==> src/rtl/peripheral_apb4_pkg.sv <==
// Shared definitions for the APB4 master BFM engine.
// Holds response codes, the transfer state type and the packed command
// layout {write, prot, strb, wdata, addr} used by the command queue.
package peripheral_apb4_pkg;

  localparam logic [1:0] RSP_OKAY    = 2'b00;
  localparam logic [1:0] RSP_SLVERR  = 2'b01;
  localparam logic [1:0] RSP_TIMEOUT = 2'b10;

  typedef enum logic [1:0] {
    IDLE   = 2'd0,
    SETUP  = 2'd1,
    ACCESS = 2'd2
  } apb_state_t;

  // Width of one queued command for a given address/data width.
  function automatic int cmd_width(input int addr_w, input int data_w);
    return 1 + 3 + data_w / 8 + data_w + addr_w;
  endfunction

endpackage

==> src/rtl/peripheral_bfm_fifo_apb4.sv <==
// Synchronous FIFO holding queued APB commands; head data is read combinationally.
// Ports: push/push_data write, pop advances the head, full/empty status, head_data.
// Pointers carry one extra wrap bit so full and empty are distinguishable.
module peripheral_bfm_fifo_apb4 #(
  parameter int WIDTH = 8,
  parameter int DEPTH = 4
) (
  input  logic             aclk,
  input  logic             aresetn,
  input  logic             push,
  input  logic [WIDTH-1:0] push_data,
  input  logic             pop,
  output logic             full,
  output logic             empty,
  output logic [WIDTH-1:0] head_data
);

  localparam int AW = $clog2(DEPTH);

  logic [AW:0]      wr_ptr;
  logic [AW:0]      rd_ptr;
  logic [WIDTH-1:0] mem [DEPTH];
  logic             do_push;
  logic             do_pop;

  assign empty = (wr_ptr == rd_ptr);
  assign full  = (wr_ptr[AW] != rd_ptr[AW]) && (wr_ptr[AW-1:0] == rd_ptr[AW-1:0]);

  // A full FIFO refuses a push even when a pop frees a slot on the same edge.
  assign do_push = push && !full;
  assign do_pop  = pop && !empty;

  always_ff @(posedge aclk or negedge aresetn) begin
    if (!aresetn) begin
      wr_ptr <= '0;
      rd_ptr <= '0;
    end else begin
      if (do_push) wr_ptr <= wr_ptr + (AW+1)'(1);
      if (do_pop)  rd_ptr <= rd_ptr + (AW+1)'(1);
    end
  end

  always_ff @(posedge aclk) begin
    if (do_push) mem[wr_ptr[AW-1:0]] <= push_data;
  end

  assign head_data = mem[rd_ptr[AW-1:0]];

endmodule

==> src/rtl/peripheral_bfm_master_apb4_cmd.sv <==
// APB4 master engine: queues commands, runs SETUP/ACCESS transfers, returns one response each.
// Ports: cmd_* command in (valid/ready), rsp_* response out (valid/ready), p* APB4 master, busy.
// Wait states honoured via pready; optional TIMEOUT aborts a stuck ACCESS with code 10.
module peripheral_bfm_master_apb4_cmd
  import peripheral_apb4_pkg::*;
#(
  parameter int ADDR_WIDTH = 32,
  parameter int DATA_WIDTH = 32,
  parameter int CMD_DEPTH  = 4,
  parameter int TIMEOUT    = 16
) (
  input  logic                    aclk,
  input  logic                    aresetn,
  input  logic                    cmd_valid,
  output logic                    cmd_ready,
  input  logic                    cmd_write,
  input  logic [ADDR_WIDTH-1:0]   cmd_addr,
  input  logic [DATA_WIDTH-1:0]   cmd_wdata,
  input  logic [DATA_WIDTH/8-1:0] cmd_strb,
  input  logic [2:0]              cmd_prot,
  output logic                    rsp_valid,
  input  logic                    rsp_ready,
  output logic [DATA_WIDTH-1:0]   rsp_rdata,
  output logic [1:0]              rsp_err,
  output logic [ADDR_WIDTH-1:0]   paddr,
  output logic                    psel,
  output logic                    penable,
  output logic                    pwrite,
  output logic [DATA_WIDTH-1:0]   pwdata,
  output logic [DATA_WIDTH/8-1:0] pstrb,
  output logic [2:0]              pprot,
  input  logic [DATA_WIDTH-1:0]   prdata,
  input  logic                    pready,
  input  logic                    pslverr,
  output logic                    busy
);

  localparam int CMD_W  = cmd_width(ADDR_WIDTH, DATA_WIDTH);
  localparam int STRB_W = DATA_WIDTH / 8;
  localparam int WAIT_W = (TIMEOUT > 1) ? $clog2(TIMEOUT) : 1;
  localparam logic [WAIT_W-1:0] WAIT_LAST = (TIMEOUT > 0) ? WAIT_W'(TIMEOUT - 1) : '0;

  apb_state_t state;

  logic [CMD_W-1:0]      cmd_in;
  logic [CMD_W-1:0]      head;
  logic                  fifo_full;
  logic                  fifo_empty;
  logic                  fifo_pop;
  logic                  h_write;
  logic [2:0]            h_prot;
  logic [STRB_W-1:0]     h_strb;
  logic [DATA_WIDTH-1:0] h_wdata;
  logic [ADDR_WIDTH-1:0] h_addr;
  logic [WAIT_W-1:0]     wait_cnt;
  logic                  timeout_hit;

  assign cmd_in = {cmd_write, cmd_prot, cmd_strb, cmd_wdata, cmd_addr};
  assign {h_write, h_prot, h_strb, h_wdata, h_addr} = head;

  peripheral_bfm_fifo_apb4 #(
    .WIDTH (CMD_W),
    .DEPTH (CMD_DEPTH)
  ) u_cmd_fifo (
    .aclk      (aclk),
    .aresetn   (aresetn),
    .push      (cmd_valid),
    .push_data (cmd_in),
    .pop       (fifo_pop),
    .full      (fifo_full),
    .empty     (fifo_empty),
    .head_data (head)
  );

  assign cmd_ready = !fifo_full;

  // Only start a transfer if its response will have somewhere to land.
  assign fifo_pop = (state == IDLE) && !fifo_empty && (!rsp_valid || rsp_ready);

  // The wait counter only advances in ACCESS, so this is meaningless elsewhere.
  assign timeout_hit = (TIMEOUT > 0) && (wait_cnt == WAIT_LAST);

  assign busy = !fifo_empty || (state != IDLE) || rsp_valid;

  always_ff @(posedge aclk or negedge aresetn) begin
    if (!aresetn) begin
      state     <= IDLE;
      paddr     <= '0;
      psel      <= 1'b0;
      penable   <= 1'b0;
      pwrite    <= 1'b0;
      pwdata    <= '0;
      pstrb     <= '0;
      pprot     <= '0;
      wait_cnt  <= '0;
      rsp_valid <= 1'b0;
      rsp_rdata <= '0;
      rsp_err   <= RSP_OKAY;
    end else begin
      if (rsp_valid && rsp_ready) rsp_valid <= 1'b0;

      case (state)
        IDLE: begin
          if (fifo_pop) begin
            paddr   <= h_addr;
            pwrite  <= h_write;
            pwdata  <= h_wdata;
            pprot   <= h_prot;
            pstrb   <= h_write ? h_strb : '0;
            psel    <= 1'b1;
            penable <= 1'b0;
            state   <= SETUP;
          end
        end
        SETUP: begin
          penable  <= 1'b1;
          wait_cnt <= '0;
          state    <= ACCESS;
        end
        ACCESS: begin
          // pready takes priority over a timeout expiring on the same cycle.
          if (pready) begin
            psel      <= 1'b0;
            penable   <= 1'b0;
            pstrb     <= '0;
            state     <= IDLE;
            rsp_valid <= 1'b1;
            rsp_err   <= pslverr ? RSP_SLVERR : RSP_OKAY;
            rsp_rdata <= pwrite ? '0 : prdata;
          end else if (timeout_hit) begin
            psel      <= 1'b0;
            penable   <= 1'b0;
            pstrb     <= '0;
            state     <= IDLE;
            rsp_valid <= 1'b1;
            rsp_err   <= RSP_TIMEOUT;
            rsp_rdata <= '0;
          end else begin
            wait_cnt <= wait_cnt + WAIT_W'(1);
          end
        end
        default: state <= IDLE;
      endcase
    end
  end

endmodule

==> config.mk <==
export PLATFORM = sky130hd
export DESIGN_NAME = peripheral_bfm_master_apb4_cmd
export DESIGN_NICKNAME = d
export VERILOG_FILES = /design/src/rtl/peripheral_apb4_pkg.sv /design/src/rtl/peripheral_bfm_fifo_apb4.sv /design/src/rtl/peripheral_bfm_master_apb4_cmd.sv
export SDC_FILE = /design/constraint.sdc
export NUM_CORES = 1
export LEC_CHECK = 0
export BUFFER_PORTS_ARGS = -buffer_cell sky130_fd_sc_hd__buf_2
export CAP_MARGIN = 15
export CORE_MARGIN = 2
export CORE_UTILIZATION = 55
export CTS_CLUSTER_DIAMETER = 40
export DETAILED_ROUTE_END_ITERATION = 8
export PLACE_DENSITY = 0.81
export SKIP_LAST_GASP = 1
export SLEW_MARGIN = 25
export SYNTH_ARGS = -nofsm -noshare
export SYNTH_HDL_FRONTEND = slang
export SYNTH_SLANG_ARGS = --single-unit
export TNS_END_PERCENT = 1
==> constraint.sdc <==
create_clock -name aclk -period 4.2 [get_ports aclk]
set_input_delay 0.21 -clock aclk [delete_from_list [all_inputs] [get_ports aclk]]
set_output_delay 0.21 -clock aclk [all_outputs]
set_load 0.02 [all_outputs]
==> key figures, run 1 <==
Synthesis
  – Mapped Cells: around 910
  – Cell area after synthesis: approximately 15000 um2
  – Seq/Total Area, Yosys: 0.7663
  – Syn Nets: 1024
  – Syn Area/Cell: 16.78 um2
  – FF+latch count, synth: just over 400
  – Post-synthesis cell type count: 34
  – Yosys warning count: 0

Route
  – Antenna viol nets, final: 0
  – WL final: roughly 33 mm
  – # DRC: 0
  – DR WL/cell: 19.61 um
  – Drt first pass iters: 5
  – Via count: 8827
  – Initial DRC Count: ~620
  – Via density: 5.314

Placed design
  – PortBufs: 220
  – Placed cells: 1464
  – HPWL Detailed: approximately 17 mm
  – Gp weighted congestion: 0.7303

Setup path
  – Crit path arrival time: around 2.9 ns
  – Worst Setup Start Kind: flip-flop
  – FF-to-FF path depth: 4
  – Critical path capture point type: flip-flop
  – Max FO, Critical Path: 42
  – CP max stage cell: dfrtp_4
  – Largest stage delay, worst path: between 0.8 and 0.9 ns
  – CP cell instances: xnor2_1 -> nand3b_1 -> and3_4 -> buf_4
  – Worst Path Required: 4.42 ns
  – CP Class: flip-flop to flip-flop

Clock network
  – CTS buffer count: 47
  – Clock Sinks: roughly 410
  – H-Tree Depth: 2
  – CTS-repair resized insts: 0
  – Worst-path clk slew: ~0.060 ns
  – Worst-Skew Late Latency: around 0.55 ns
  – CTS tree: built
  – Clock Tree Root: clkbuf_16
  – Buffer depth of the longest clock path: 3

Die
  – Num ports: roughly 220
  – Die H: about 170 um
  – Placeable Area: 27100 um2
  – Initial Util: 0.5622
  – FP Rows: 60
  – Die X-Extent: ~170 um
  – Die footprint: roughly 29000 um2

GRT
  – Largest net degree at the start of global routing: between 90 and 100
  – Initial antenna violation count: 1
  – Gr ovfl total: 0
  – First-pass GRT wire length: between 50 and 60 mm
  – Vias in the first global route: roughly 9400
  – Global Route Usage Sum: 0.2300

Pwr
  – Power density over the cells: ~760 nW/um2
  – Leakage power: approximately 8 nW
  – Maximum VDD drop: 535.4 uV

Timing
  – Worst-case hold slack: roughly 0.03 ns
  – Worst slew pin tran: between 0.9 and 1 ns
  – Period utilisation layout: 0.6349
  – Fmax: approximately 0.37 GHz
  – Setup Viol. Count Final: 0
  – Slew margin rel.: 0.3581
  – Min Tclk post-route: between 2 and 3 ns
  – RSZ-0062 raised after global routing: no
  – Hold Violations, Final: 0
  – Max Slew Vio Count: 0
  – Clock Skew: 0.01828 ns
  – Setup TNS: 0 ns

Job
  – Max_cap viols: 0

Run status
  – Status: finished, final reports clean

Final layout
  – Commonest non-fill, non-tap cell in the layout: edfxtp_1
  – Commonest non-fill, non-tap cells in the layout: edfxtp_1 (288), nand2_1 (280), buf_2 (219), dfrtp_1 (119), dlygate4sd3_1 (108)
  – Share of cells above drive strength 1: 0.3036
  – Post-route non-filler standard cell count: ~1700
  – Synth-to-layout area growth: 26.93%
  – Nets: roughly 1400
  – Fillers: about 1600

Hold path
  – Hold Crit Class: input port to flip-flop
  – Worst Hold Depth: 3
-- where the power goes --
group,internal [mW],switching (mW),total (mW)
sequential,5.58,0.579,6.16
combinational,1.69,2.83,4.52
clock,2.41,1.60,4.01
-- worst paths after layout --
check / start / slack, ns / end
min: cmd_valid / 0.03 / u_cmd_fifo.wr_ptr[0]
min in group asynchronous: aresetn / 0.34 / rsp_rdata[13]
max: u_cmd_fifo.rd_ptr[1] / 1.53 / u_cmd_fifo.mem[2][37]
max in group asynchronous: aresetn / 2.81 / u_cmd_fifo.rd_ptr[0]
max reg2reg: u_cmd_fifo.rd_ptr[1] / 1.53 / u_cmd_fifo.mem[2][37]
min reg2reg: pwdata[31] / 0.47 / pwdata[31]
-- timing repair --
item | in CTS | in global routing
hold endpoints to repair | 419 | 0
buffers inserted | 0 | 0
hold buffers | 108 | 0
-- cells by family (layout without fill, tap and decap cells) --
| group | count (synthesis) | in the layout | share of synthesized area |
|---|---|---|---|
| flip-flops | 409 | 409 | 0.7663 |
| AND/OR/NAND/NOR | 305 | 305 | 0.07842 |
| multiplexers | 73 | 73 | 0.1072 |
| AO/OA/AOI/OAI | 55 | 55 | 0.01938 |
| buffers and inverters | 53 | 433 | 0.01979 |
| XOR/XNOR | 7 | 7 | 0.004024 |
| adder cells (fa/ha/maj) | 6 | 6 | 0.004927 |
| other | 0 | 1 | 0 |
-- through the flow --
step | util | power (mW) | setup WS, ns | cell area [um2]
floorplan | - | 9.346 | 1.037 | 15240
global placement | 0.6157 | 10.50 | 1.542 | 16690
detailed placement | 0.6159 | 10.66 | 1.549 | 16690
CTS | 0.7134 | 14.81 | 1.506 | 19330
global route | 0.7137 | 15.51 | 1.378 | 19340
finish | 0.7137 | 14.69 | 1.533 | 19340
-- Yosys cell counts (all sizes together) --
master	count	share of area
ha	6	0.0049
xnor2	6	0.0034
a311oi	1	0.00057
and3	5	0.0021
o21ai	43	0.014
mux2	1	0.00074
nand4	1	0.00041
a21oi	6	0.0020
a31oi	1	0.00041
a311o	1	0.00066
o211ai	1	0.00049
inv	6	0.0015
mux4	72	0.11
clkinv	1	0.00057
nor4	2	0.00082
a22oi	1	0.00049
nand3	8	0.0026
edfxtp	288	0.57
nand2b	1	0.00041
clkbuf	14	0.0034
a32o	1	0.00066
nand2	280	0.069
dfrtp	121	0.20
or2	1	0.00041
xor2	1	0.00057
nand3b	1	0.00049
nor2	2	0.00049
buf	32	0.014
nor3b	1	0.00049
nor2b	3	0.0012
-- state kept, by name (all words and copies together), names as in the netlist --
signal and flops:
rsp_err 2, paddr 32, state 2, pwrite 1
psel 1, wait_cnt 4, u_cmd_fifo.mem 288, u_cmd_fifo.rd_ptr 3
rsp_valid 1, pprot 3, rsp_rdata 32, u_cmd_fifo.wr_ptr 3
pwdata 32, penable 1, pstrb 4
-- area by class of cell --
| class | count | area, um2 | share of cell area |
|---|---|---|---|
| inverter | 7 | 31.28 | 0.001617 |
| sequential | 409 | 11680 | 0.6041 |
| clock buffer | 55 | 1216 | 0.06288 |
| multi-input combinational | 446 | 3296 | 0.1704 |
| timing repair buffer | 338 | 2301 | 0.1190 |
| tap | 372 | 465.4 | 0.02407 |
| clock inverter | 33 | 345.3 | 0.01785 |
| antenna | 1 | 2.502 | 0.0001294 |
-- critical path: cells and delay by family, from the launching register on --
kind	cells	cell delay (ns)
buffers and inverters	1	0.38
flip-flops	1	0.81
AND/OR/NAND/NOR	2	0.92
XOR/XNOR	1	0.21
-- layer usage --
layer / vias up / track usage / wire, um
met1: 4391 / 0.2894 / 12850
met4: 0 / 0.06280 / 579
met5: - / 0 / 0
met3: 42 / 0.04721 / 2299
li1: 4034 / - / -
met2: 360 / 0.4092 / 16850
(Power assumes the default switching activity.)
==> run 2: changes to the inputs <==
--- a/config.mk
+++ b/config.mk
@@ -8,10 +8,10 @@
 export BUFFER_PORTS_ARGS = -buffer_cell sky130_fd_sc_hd__buf_2
 export CAP_MARGIN = 15
 export CORE_MARGIN = 2
-export CORE_UTILIZATION = 55
+export CORE_UTILIZATION = 51
 export CTS_CLUSTER_DIAMETER = 40
 export DETAILED_ROUTE_END_ITERATION = 8
-export PLACE_DENSITY = 0.81
+export PLACE_DENSITY = 0.79
 export SKIP_LAST_GASP = 1
 export SLEW_MARGIN = 25
 export SYNTH_ARGS = -nofsm -noshare
==> constraint.sdc (replaced) <==
create_clock -name aclk -period 2.2 [get_ports aclk]
set_input_delay 0.11 -clock aclk [delete_from_list [all_inputs] [get_ports aclk]]
set_output_delay 0.11 -clock aclk [all_outputs]
set_load 0.02 [all_outputs]
==> run 2 against run 1 <==
Sequential share of layout area down 1.4 points. Setup slack worse by 1.4 ns. Sequential cell count unchanged. Clock skew down 0.0089 ns. Register-to-register slack worse by 1.4 ns. Total power up 96%. Sequential power up 87%. Largest cell class unchanged. Critical path type unchanged. Via count up 1.5%. Cell count up 2.6%. First-iteration DRC count down 7.2%. Largest power group unchanged.
==> key figures, run 2 (synthesis results as in run 1) <==
Final layout
  – Storage cell area: 11680 um2
  – Commonest non-fill, non-tap cell in the layout: edfxtp_1
  – Commonest non-fill, non-tap cells in the layout: edfxtp_1 (288), nand2_1 (280), buf_2 (219), dfrtp_1 (119), dlygate4sd3_1 (110)
  – Synth-to-layout area growth: 29.92%
  – Final Util: 0.6697
  – Nets: 1390
  – Max reg flops: about 290
  – Share of cells above drive strength 1: 0.3199
  – Fillers: 1935
  – Footprint of the multi-input gates: roughly 3300 um2
  – Post-route cell area: around 20000 um2

Setup path
  – Worst Path Required: roughly 2.7 ns
  – Largest stage delay, worst path: about 0.54 ns
  – Max FO, Critical Path: 35
  – CP Class: flip-flop to flip-flop
  – Crit path arrival time: 2.54 ns
  – CP max stage cell: dlygate4sd3_1
  – Worst Setup Start Kind: flip-flop
  – CP cell instances: ha_1 -> a31oi_1 -> nand2b_4 -> buf_12 -> a32o_1 -> dlygate4sd3_1
  – Critical path capture point type: flip-flop

Route
  – Met2 routed WL: 17.27 mm
  – Drt first pass iters: 5
  – # DRC: 0
  – Via density: ~5.3
  – Via count: 8961
  – DR WL/cell: 19.70 um
  – Antenna viol nets, final: 0
  – Top Layer Used: met5
  – Wire length on met1: ~13 mm
  – WL final: ~34 mm
  – Initial DRC Count: ~580
  – WL met3: 2.310 mm

Clock network
  – Worst-Skew Late Latency: 0.53 ns
  – CTS tree: built
  – Clock Sinks: around 410
  – H-Tree Depth: 2
  – Clock Tree Root: clkbuf_16
  – Buffer depth of the longest clock path: 3
  – CTS buffer count: between 40 and 50
  – Worst-path clk slew: approximately 0.06 ns
  – Post-CTS Setup Inserts: 0

Timing
  – RSZ-0062 raised after global routing: no
  – Setup Viol. Count Final: 0
  – Clock Skew: roughly 0.0094 ns
  – Worst slew pin tran: 0.5595 ns
  – Setup TNS: 0 ns
  – Min Tclk post-route: between 2 and 2.5 ns
  – Max Slew Vio Count: 0
  – Min setup slack post-route: 0.1329 ns
  – Fmax: roughly 0.48 GHz
  – Slew margin rel.: 0.6270
  – Period utilisation layout: 0.9396
  – Hold Violations, Final: 0
  – Worst-case hold slack: just over 0.06 ns

Die
  – Num ports: 221
  – Initial Util: 0.5155
  – Die X-Extent: between 150 and 200 um
  – FP Rows: 63
  – Placeable Area: 29560 um2
  – Die footprint: between 30000 and 40000 um2
  – Die H: 176.9 um

Hold path
  – Hold Crit Class: input port to async pin

Placed design
  – Gp weighted congestion: slightly below 0.8
  – HPWL Detailed: 19.33 mm
  – PortBufs: 220
  – Pre-CTS WS: approximately 0.34 ns
  – Post-DP Area: 17050 um2

GRT
  – Initial antenna violation count: 2
  – Vias in the first global route: between 9000 and 10000
  – Global Route Usage Sum: 0.2160
  – Gr ovfl total: 0
  – Largest net degree at the start of global routing: 70
  – First-pass GRT wire length: roughly 51 mm

Run status
  – Status: finished, final reports clean

Pwr
  – Maximum VDD drop: 960.7 uV
  – Leakage power: around 8.0 nW
  – Power density over the cells: about 1500 nW/um2

Job
  – Max_cap viols: 0
==> run 2: cell count changes in the layout (fill, tap and decap cells not counted), moves of 3 or more <==
| cell | previous run | this run |
|---|---|---|
| buf_12 | 3 | 17 |
| buf_4 | 7 | 15 |
| clkinv_2 | 11 | 7 |
| clkbuf_1 | 7 | 4 |
| clkbuf_16 | 47 | 50 |
| clkbuf_8 | 1 | 4 |
| clkinv_4 | 3 | 6 |
==> run 2: worst paths after layout <==
| path | slack (ns) | end | from | depth (start not counted) |
|---|---|---|---|---|
| worst max-delay path | 0.13 | rsp_err[0] | wait_cnt[0] | 6 |
| min in group aclk | 0.32 | u_cmd_fifo.mem[3][50] | cmd_wdata[18] | 2 |
| worst max register to register | 0.13 | rsp_err[0] | wait_cnt[0] | 6 |
| worst min register to register | 0.47 | pwdata[25] | pwdata[25] | 2 |
| worst min-delay path | 0.06 | pwdata[0] | aresetn | 2 |
| max in group asynchronous | 1.37 | paddr[19] | aresetn | 3 |
==> run 2: final cells by class <==
cell class	instances	share of cell area
inverter	7	0.001580
multi-input combinational	446	0.1664
tap	390	0.02465
sequential	409	0.5902
antenna	1	0.0001264
clock buffer	57	0.06548
timing repair buffer	363	0.1357
clock inverter	31	0.01593
==> run 2: through the flow <==
stage | total power, mW | std cells
2_1_floorplan | 17.79 | 908
3_3_place_gp | 20.65 | 1504
3_5_place_dp | 20.98 | 1504
4_1_cts | 28.97 | 1702
5_1_grt | 30.30 | 1703
6_report | 28.75 | 1704
==> run 2: critical path, delay by kind of cell (launching register included) <==
kind	cells	cell delay [ns]
flip-flops	1	0.43
adder cells (fa/ha/maj)	1	0.26
AND/OR/NAND/NOR	1	0.22
buffers and inverters	2	0.73
AO/OA/AOI/OAI	2	0.37
==> run 2: where the power goes <==
part / switching, mW / total [mW] / internal [mW]
logic: 5.77 / 9.50 / 3.73
registers: 0.876 / 11.5 / 10.6
clock network: 3.10 / 7.73 / 4.64
==> run 2: timing repair <==
item,CTS,global route
setup endpoints to repair,0,1
gates resized for setup,0,2
hold endpoints to repair,446,0
hold buffers,110,0
==> run 2: layer usage <==
metal,global-route usage,up-vias
met5,0,-
met4,0.05957,2
met3,0.04661,62
met2,0.3854,326
met1,0.2674,4498
li1,-,4073
